<file path="src/rtl/matmul_tile_controller.sv">
// Sequencer for one C = A x B tile: walks (m, n, k), issues BRAM reads for A and B,
// waits for the PE accumulation of each C element, then writes it out with a valid/ready handshake.
module matmul_tile_controller #(
    parameter int M_MAX    = 8,
    parameter int K_MAX    = 8,
    parameter int N_MAX    = 8,
    parameter int BRAM_LAT = 1,
    localparam int MW = $clog2(M_MAX + 1),
    localparam int KW = $clog2(K_MAX + 1),
    localparam int NW = $clog2(N_MAX + 1),
    localparam int AW = $clog2(M_MAX * K_MAX),
    localparam int BW = $clog2(K_MAX * N_MAX),
    localparam int CW = $clog2(M_MAX * N_MAX)
) (
    input  logic          clk,
    input  logic          rst_n,
    input  logic          start_i,
    input  logic          abort_i,
    input  logic [MW-1:0] m_cfg_i,
    input  logic [KW-1:0] k_cfg_i,
    input  logic [NW-1:0] n_cfg_i,
    input  logic          pe_res_valid_i,
    input  logic          c_ready_i,
    output logic          rd_en_o,
    output logic [AW-1:0] a_addr_o,
    output logic [BW-1:0] b_addr_o,
    output logic          pe_valid_o,
    output logic          pe_first_o,
    output logic          pe_last_o,
    output logic          c_valid_o,
    output logic [CW-1:0] c_addr_o,
    output logic          busy_o,
    output logic          done_o,
    output logic          cfg_err_o,
    output logic [2:0]    state_o
);

    typedef enum logic [2:0] {IDLE, ISSUE, WAIT, WRITE, DONE} state_t;

    state_t        state_q;
    logic [MW-1:0] m_q, mc_q;
    logic [KW-1:0] k_q, kc_q;
    logic [NW-1:0] n_q, nc_q;
    logic          rd_en_q, c_valid_q, done_q, cfg_err_q;
    logic [AW-1:0] a_addr_q;
    logic [BW-1:0] b_addr_q;
    logic [CW-1:0] c_addr_q;
    logic [BRAM_LAT-1:0] pv_q, pf_q, pl_q;

    logic          cfg_ok_d, k_last_d, n_last_d, last_elem_d, flush_d;
    logic [KW-1:0] k_inc_d;
    logic [MW-1:0] m_adv_d;
    logic [NW-1:0] n_adv_d;
    logic [AW-1:0] a_next_d, a_elem_d;
    logic [BW-1:0] b_next_d, b_elem_d;
    logic [CW-1:0] c_cur_d;

    // Address products are formed in 32-bit int and truncated; legal dimensions always fit.
    always_comb begin
        cfg_ok_d    = (m_cfg_i != '0) && (m_cfg_i <= MW'(M_MAX)) &&
                      (k_cfg_i != '0) && (k_cfg_i <= KW'(K_MAX)) &&
                      (n_cfg_i != '0) && (n_cfg_i <= NW'(N_MAX));
        k_last_d    = (k_q == kc_q - KW'(1));
        n_last_d    = (n_q == nc_q - NW'(1));
        last_elem_d = n_last_d && (m_q == mc_q - MW'(1));
        flush_d     = abort_i && (state_q != IDLE);
        k_inc_d     = k_q + KW'(1);
        n_adv_d     = n_last_d ? '0 : n_q + NW'(1);
        m_adv_d     = n_last_d ? m_q + MW'(1) : m_q;
        a_next_d    = AW'(int'(m_q) * int'(kc_q) + int'(k_inc_d));
        b_next_d    = BW'(int'(k_inc_d) * int'(nc_q) + int'(n_q));
        a_elem_d    = AW'(int'(m_adv_d) * int'(kc_q));
        b_elem_d    = BW'(int'(n_adv_d));
        c_cur_d     = CW'(int'(m_q) * int'(nc_q) + int'(n_q));
    end

    // C handshake: c_valid/c_addr stay fixed until the edge where c_valid && c_ready, which is the transfer.
    always_ff @(posedge clk or negedge rst_n) begin
        if (!rst_n) begin
            state_q   <= IDLE;
            m_q       <= '0;
            n_q       <= '0;
            k_q       <= '0;
            mc_q      <= '0;
            kc_q      <= '0;
            nc_q      <= '0;
            rd_en_q   <= 1'b0;
            a_addr_q  <= '0;
            b_addr_q  <= '0;
            c_valid_q <= 1'b0;
            c_addr_q  <= '0;
            done_q    <= 1'b0;
            cfg_err_q <= 1'b0;
        end else begin
            cfg_err_q <= 1'b0;
            if (flush_d) begin
                state_q   <= IDLE;
                rd_en_q   <= 1'b0;
                c_valid_q <= 1'b0;
                done_q    <= 1'b0;
                m_q       <= '0;
                n_q       <= '0;
                k_q       <= '0;
            end else begin
                case (state_q)
                    IDLE: begin
                        if (start_i) begin
                            if (cfg_ok_d) begin
                                mc_q     <= m_cfg_i;
                                kc_q     <= k_cfg_i;
                                nc_q     <= n_cfg_i;
                                m_q      <= '0;
                                n_q      <= '0;
                                k_q      <= '0;
                                rd_en_q  <= 1'b1;
                                a_addr_q <= '0;
                                b_addr_q <= '0;
                                state_q  <= ISSUE;
                            end else begin
                                cfg_err_q <= 1'b1;
                            end
                        end
                    end
                    ISSUE: begin
                        if (k_last_d) begin
                            k_q     <= '0;
                            rd_en_q <= 1'b0;
                            state_q <= WAIT;
                        end else begin
                            k_q      <= k_inc_d;
                            a_addr_q <= a_next_d;
                            b_addr_q <= b_next_d;
                        end
                    end
                    WAIT: begin
                        if (pe_res_valid_i) begin
                            c_valid_q <= 1'b1;
                            c_addr_q  <= c_cur_d;
                            state_q   <= WRITE;
                        end
                    end
                    WRITE: begin
                        if (c_ready_i) begin
                            c_valid_q <= 1'b0;
                            n_q       <= n_adv_d;
                            m_q       <= m_adv_d;
                            if (last_elem_d) begin
                                done_q  <= 1'b1;
                                state_q <= DONE;
                            end else begin
                                rd_en_q  <= 1'b1;
                                a_addr_q <= a_elem_d;
                                b_addr_q <= b_elem_d;
                                state_q  <= ISSUE;
                            end
                        end
                    end
                    DONE: begin
                        done_q  <= 1'b0;
                        state_q <= IDLE;
                    end
                    default: state_q <= IDLE;
                endcase
            end
        end
    end

    // Operand flags travel alongside rd_en so they reach the PE with the BRAM data.
    always_ff @(posedge clk or negedge rst_n) begin
        if (!rst_n) begin
            pv_q <= '0;
            pf_q <= '0;
            pl_q <= '0;
        end else if (flush_d) begin
            pv_q <= '0;
            pf_q <= '0;
            pl_q <= '0;
        end else begin
            pv_q <= (pv_q << 1) | BRAM_LAT'(rd_en_q);
            pf_q <= (pf_q << 1) | BRAM_LAT'(rd_en_q && (k_q == '0));
            pl_q <= (pl_q << 1) | BRAM_LAT'(rd_en_q && k_last_d);
        end
    end

    assign rd_en_o    = rd_en_q;
    assign a_addr_o   = a_addr_q;
    assign b_addr_o   = b_addr_q;
    assign pe_valid_o = pv_q[BRAM_LAT-1];
    assign pe_first_o = pf_q[BRAM_LAT-1];
    assign pe_last_o  = pl_q[BRAM_LAT-1];
    assign c_valid_o  = c_valid_q;
    assign c_addr_o   = c_addr_q;
    assign busy_o     = (state_q != IDLE);
    assign done_o     = done_q;
    assign cfg_err_o  = cfg_err_q;
    assign state_o    = state_q;

endmodule

</file>
<file path="config.mk">
export PLATFORM = sky130hd
export DESIGN_NAME = matmul_tile_controller
export DESIGN_NICKNAME = d
export VERILOG_FILES = /design/src/rtl/matmul_tile_controller.sv
export SDC_FILE = /design/constraint.sdc
export NUM_CORES = 1
export LEC_CHECK = 0
export ABC_AREA = 1
export CAP_MARGIN = 15
export CORE_MARGIN = 2
export CORE_UTILIZATION = 55
export DETAILED_ROUTE_END_ITERATION = 6
export GPL_ROUTABILITY_DRIVEN = 0
export GPL_TIMING_DRIVEN = 1
export HOLD_SLACK_MARGIN = 0.06
export PLACE_DENSITY_LB_ADDON = 0.08
export SLEW_MARGIN = 10
export SYNTH_ARGS = -nofsm -noshare
export SYNTH_HDL_FRONTEND = slang
export SYNTH_SLANG_ARGS = --single-unit
</file>
<file path="constraint.sdc">
create_clock -name clk -period 7.4 [get_ports clk]
set_input_delay 0.74 -clock clk [delete_from_list [all_inputs] [get_ports clk]]
set_output_delay 0.74 -clock clk [all_outputs]
set_load 0.01 [all_outputs]
</file>
Word level (Yosys, flattened, before mapping) --
Cells that the tools add are included.
Storage, ports and cells: flip-flop bits (word level) 52
Operators by class: add/sub/neg operators 9, multipliers 4, $lt $le $gt $ge 3, equal/unequal tests 19, multiplexer cells 53, bitwise gates (word level) 1, reduce and logical (&&, ||, !) cells 30
Operators by type and width (number):
- $mux W6 | 8
- $mux W4 | 10
- $pmux W6 S3 | 2
- $mul A4 B4 Y6 | 4
- $pmux W4 S2 | 3
- $mux W3 | 7
- $ne A3 B3 Y1 const B | 7
- $mux W1 | 19
- $add A6 B4 Y6 | 3
- $reduce_bool A3 Y1 | 6
- $reduce_bool A4 Y1 | 4
- $add A4 B1 Y4 const B | 3
- $eq A4 B4 Y1 | 3
- $le A4 B4 Y1 const B | 3
- $pmux W3 S4 | 1
- $reduce_and A3 Y1 | 4
- $sub A4 B1 Y4 const B | 3
- $ne A2 B2 Y1 const B | 5
- $logic_and A1 B1 Y1 | 9
- $reduce_and A4 Y1 | 2
- $reduce_and A7 Y1 | 1
- $eq A3 B2 Y1 const B | 2
- $reduce_and A6 Y1 | 1
- $reduce_and A5 Y1 | 1
- other kinds (7) | 8

Logic depth before layout (Yosys ltp) --
depth after elaboration 10, mapped depth 31, gate-level depth less buffers 30

Worst setup path after synthesis --
OpenSTA, ideal clock, no wires.
path kind register -> register, start register k_q[1], end register b_addr_q[5] (netlist: b_addr_o[5]), arrival 3.774 ns, required time 7.317 ns, path slack 3.543 ns, cell stages (with the launch flop) 19, path buffers 0, period minus slack after synthesis 3.857 ns, cells stage by stage dfrtp_1 ha_1 or2_2 and2_1 inv_1 nor2_1 fa_1 inv_1 fa_1 fa_1 inv_1 ha_1 nand2_1 inv_1 o21ai_0 nand2_1 xor2_1 xor2_1 o21ai_0
On the way: longest elaborated chain between the ends 5, elaborated cells on any way between the ends 8
Ends and longest elaborated chain:
- start: declaration | RTL line 42 | logic [KW-1:0] k_q, kc_q;
- start signal: assignment | RTL line 130 | k_q <= k_inc_d;
- $add A4 B1 Y4 | RTL line 67 | k_inc_d = k_q + KW'(1);
- $mul A4 B4 Y6 | RTL line 71 | b_next_d = BW'(int'(k_inc_d) * int'(nc_q) + int'(n_q));
- $add A6 B4 Y6 | RTL line 71
- $mux W6 | RTL line 125 | if (k_last_d) begin
- $pmux W6 S3 | RTL line 105 | case (state_q)
- end signal: assignment | RTL line 132 | b_addr_q <= b_next_d;
- end signal: assignment | RTL line 153 | b_addr_q <= b_elem_d;
- end: declaration | RTL line 46 | logic [BW-1:0] b_addr_q;
Several ways; a longest one is shown, not always the timed one. The select of a mux whose other input is x is not followed. A chain may end at the register's enable or synchronous reset.

Worst setup path after layout --
start register nc_q[1], end register a_addr_q[5] (netlist: a_addr_o[5])
On the way: longest elaborated chain between the ends 7, elaborated cells on any way between the ends 10
Ends and longest elaborated chain:
- start: declaration | RTL line 43 | logic [NW-1:0] n_q, nc_q;
- start signal: assignment | RTL line 111 | nc_q <= n_cfg_i;
- $sub A4 B1 Y4 (*) | RTL line 64 | n_last_d = (n_q == nc_q - NW'(1));
- $eq A4 B4 Y1 (*) | RTL line 64
- $mux W4 | RTL line 69 | m_adv_d = n_last_d ? m_q + MW'(1) : m_q;
- $mul A4 B4 Y6 | RTL line 72 | a_elem_d = AW'(int'(m_adv_d) * int'(kc_q));
- $mux W6 | RTL line 147 | if (last_elem_d) begin
- $mux W6 | RTL line 143 | if (c_ready_i) begin
- $pmux W6 S3 | RTL line 105
- end signal: assignment | RTL line 131 | a_addr_q <= a_next_d;
- end signal: assignment | RTL line 152 | a_addr_q <= a_elem_d;
- end: declaration | RTL line 45 | logic [AW-1:0] a_addr_q;
Every way passes the cells marked *; elsewhere a longest branch is shown, timed or not. The select of a mux whose other input is x is not followed.

==> metrics.cfg <==
[routing]
antenna_left = 0
viasPerCell = 5.24
wl_per_cell_um = 14.3
drtIter0Drc = 210
num_vias = 3941
wl_um = 10800
first_pass_iters = 4
route.detailed.drc = 0

[synth]
synth_top_family_by_area = simple AND/OR/NAND/NOR gates
netlist_top_cells_area = dfrtp_1, ha_1, nand2_1, fa_1, inv_1
yosys.area_share.xor_xnor_pct = 6.37
netlist.area_leader.share_pct = 27.8
synth-adder-area-share_pct = 22.0
syn_area_per_cell_sq_um = 7.70
synth_cell_types = 41
synth.net_count = 694
synthCells = 607
ys_seq_elements = 52
synth-edff-count = 0
seq_area_frac_synth_pct = 27.8
synth_top_area_cell = dfrtp_1
synth_ff_type = dfrtp_1
synth_warnings = 0
async_flop_share_pct = 100
syn_area_sq_um = 4680
synth_compound_area_share_pct = 7.01
synth_most_common_cell = nand2_1
synthSimpleGateAreaFrac_pct = 24.6
synthTopCellsByCount = nand2_1, inv_1, dfrtp_1, ha_1, nor2_1
muxShareOfSynthArea_pct = 0.723

[clocking]
htreeDepth = 2
clock_sinks = 52
cts_tree = yes
hold_buffers = 0
clock_path_buffers = 2
ctsRootBufferMaster = clkbuf_8
cts_made_buffers = 5
cts_resized = 0
clkTransAtPathRegs_ns = 0.10
cts_setup_buffers = 0
clk_latency_ns = 0.31

[timing]
rsz0062_at_grt = false
hold_ws_ns = 0.484
finalHoldViolCount = 0
fin_ws_ns = 3.14
maxSlewHeadroom_pct = 36.1
setup_viol = 0
max_freq_ghz = 0.235
tightest_slew_ns = 0.956
post-route-period-util_pct = 57.6
maxSlewViolCount = 0
fin_crit_ns = 4.26
fin_setup_tns_ns = 0
clock_skew_ns = 0.0130

[worst_setup_path]
critPathKind = flop to flop
crit_path_end_kind = flop
worstPathRequired_ns = 7.62
crit_arrival_ns = 4.48
path_max_fanout = 9
crit_path_start_kind = flop

[floorplan]
fp-row-count = 33
ioPinCount = 47
dieWidth_um = 96.2
die_h_um = 96.2
start_util_pct = 56.9
core_region_area_sq_um = 8220
dieArea_sq_um = 9250

[global_route]
grt_pass1_wl_um = 18100
antenna_found_initial = 0
grt_pass1_vias = 3971
track_usage_pct = 25.6
grt-ovfl-total = 0
grt_max_degree = 53

[layout]
utilization_pct = 64.5
n_antenna_cell = 0
nets = 733
syn2layout_area_growth_pct = 13.4
stdcell_area_sq_um = 5300
final_layout_size_suffix_gt1_share_pct = 5.87
fillers = 715

[power]
ir_drop_uv = 204
p_leak_uw = 0.00291
p_per_area_nw_per_um2 = 291

[place]
dp_hpwl_um = 8460
pre_cts_ws_ns = 3.18
place_area_sq_um = 5180
portBuffers = 46

[run_status]
status = finished clean

[flow_run]
drv_cap = 0

[hold_path]
hold_class = flop to flop

area by class of cell:
type | instances | area [sq um] | area share [%]
clock buffers | 6 | 82.6 | 1.56
clock inverters | 2 | 38.8 | 0.732
inverters | 118 | 448 | 8.45
multi-input cells | 422 | 2840 | 53.5
flip-flops and latches | 52 | 1300 | 24.5
well taps | 105 | 131 | 2.48
repair buffers | 47 | 463 | 8.73
cells by family after synthesis:
| kind of cell | after synthesis |
|---|---|
| adder cells (fa/ha/maj) | 69 |
| AND/OR/NAND/NOR | 259 |
| buffers and inverters | 133 |
| XOR/XNOR | 34 |
| flip-flops | 52 |
| AO/OA/AOI/OAI | 57 |
| multiplexers | 3 |
path summary, 6_finish.rpt:
check,startpoint,end,slack (ns),cells past startpoint
max in group asynchronous,rst_n,n_q[1],6.40,2
min in group asynchronous,rst_n,c_addr_o[4],0.55,2
setup / recovery,nc_q[1],a_addr_o[5],3.14,26
hold reg to reg,a_addr_o[3],a_addr_o[3],0.48,2
hold / removal,a_addr_o[3],a_addr_o[3],0.48,2
setup reg to reg,nc_q[1],a_addr_o[5],3.14,26
flip-flops by register name (all words and copies together), names as in the netlist, 3 cells and up:
signal	count
kc_q	4
nc_q	4
mc_q	4
m_q	4
a_addr_o	6
b_addr_o	6
state_o	3
n_q	4
c_addr_o	6
k_q	4
stage by stage:
step,instances,power (uW)
2_1_floorplan,607,1070
6_report,752,1540
3_3_place_gp,744,1310
3_5_place_dp,744,1330
5_1_grt,752,1680
4_1_cts,752,1550
cell usage in the layout (no fill, tap or decap), types with 11 or more instances in the layout:
cell type,count
dfrtp_1,52
ha_1,47
nand3_1,31
clkdlybuf4s50_1,45
o22ai_1,11
xor2_1,18
o21ai_0,28
xnor2_1,16
fa_1,22
nand2_1,155
nor2_1,39
inv_1,113
per-layer routing:
layer	wire length [um]	GRT usage (%)
met4	236	9.40
met3	519	3.84
met5	0	0
met2	5360	43.9
met1	4670	32.6
worst max-delay path, cell delays in order, from the launching register on:
cell	delay, ns
dfrtp_1	0.51
inv_1	0.14
ha_1	0.31
or2_2	0.29
nand3_2	0.09
nor2_4	0.06
nand2_4	0.10
inv_1	0.06
nand2_1	0.05
nand2_1	0.09
inv_1	0.08
nand2_1	0.07
fa_1	0.55
inv_1	0.06
fa_1	0.41
ha_1	0.33
a21oi_1	0.16
nand2_1	0.07
xor2_1	0.15
inv_1	0.06
nand4_1	0.09
nand2_1	0.10
nand3_1	0.08
nand3_1	0.10
nand2_1	0.06
nand2_1	0.05
nand2_1	0.04
where the power goes:
group	total [uW]	internal (uW)	switching, uW
Combinational	864	332	532
Clock	213	111	102
Sequential	466	360	106
Total	1540	803	740
(Power assumes the default switching activity.)
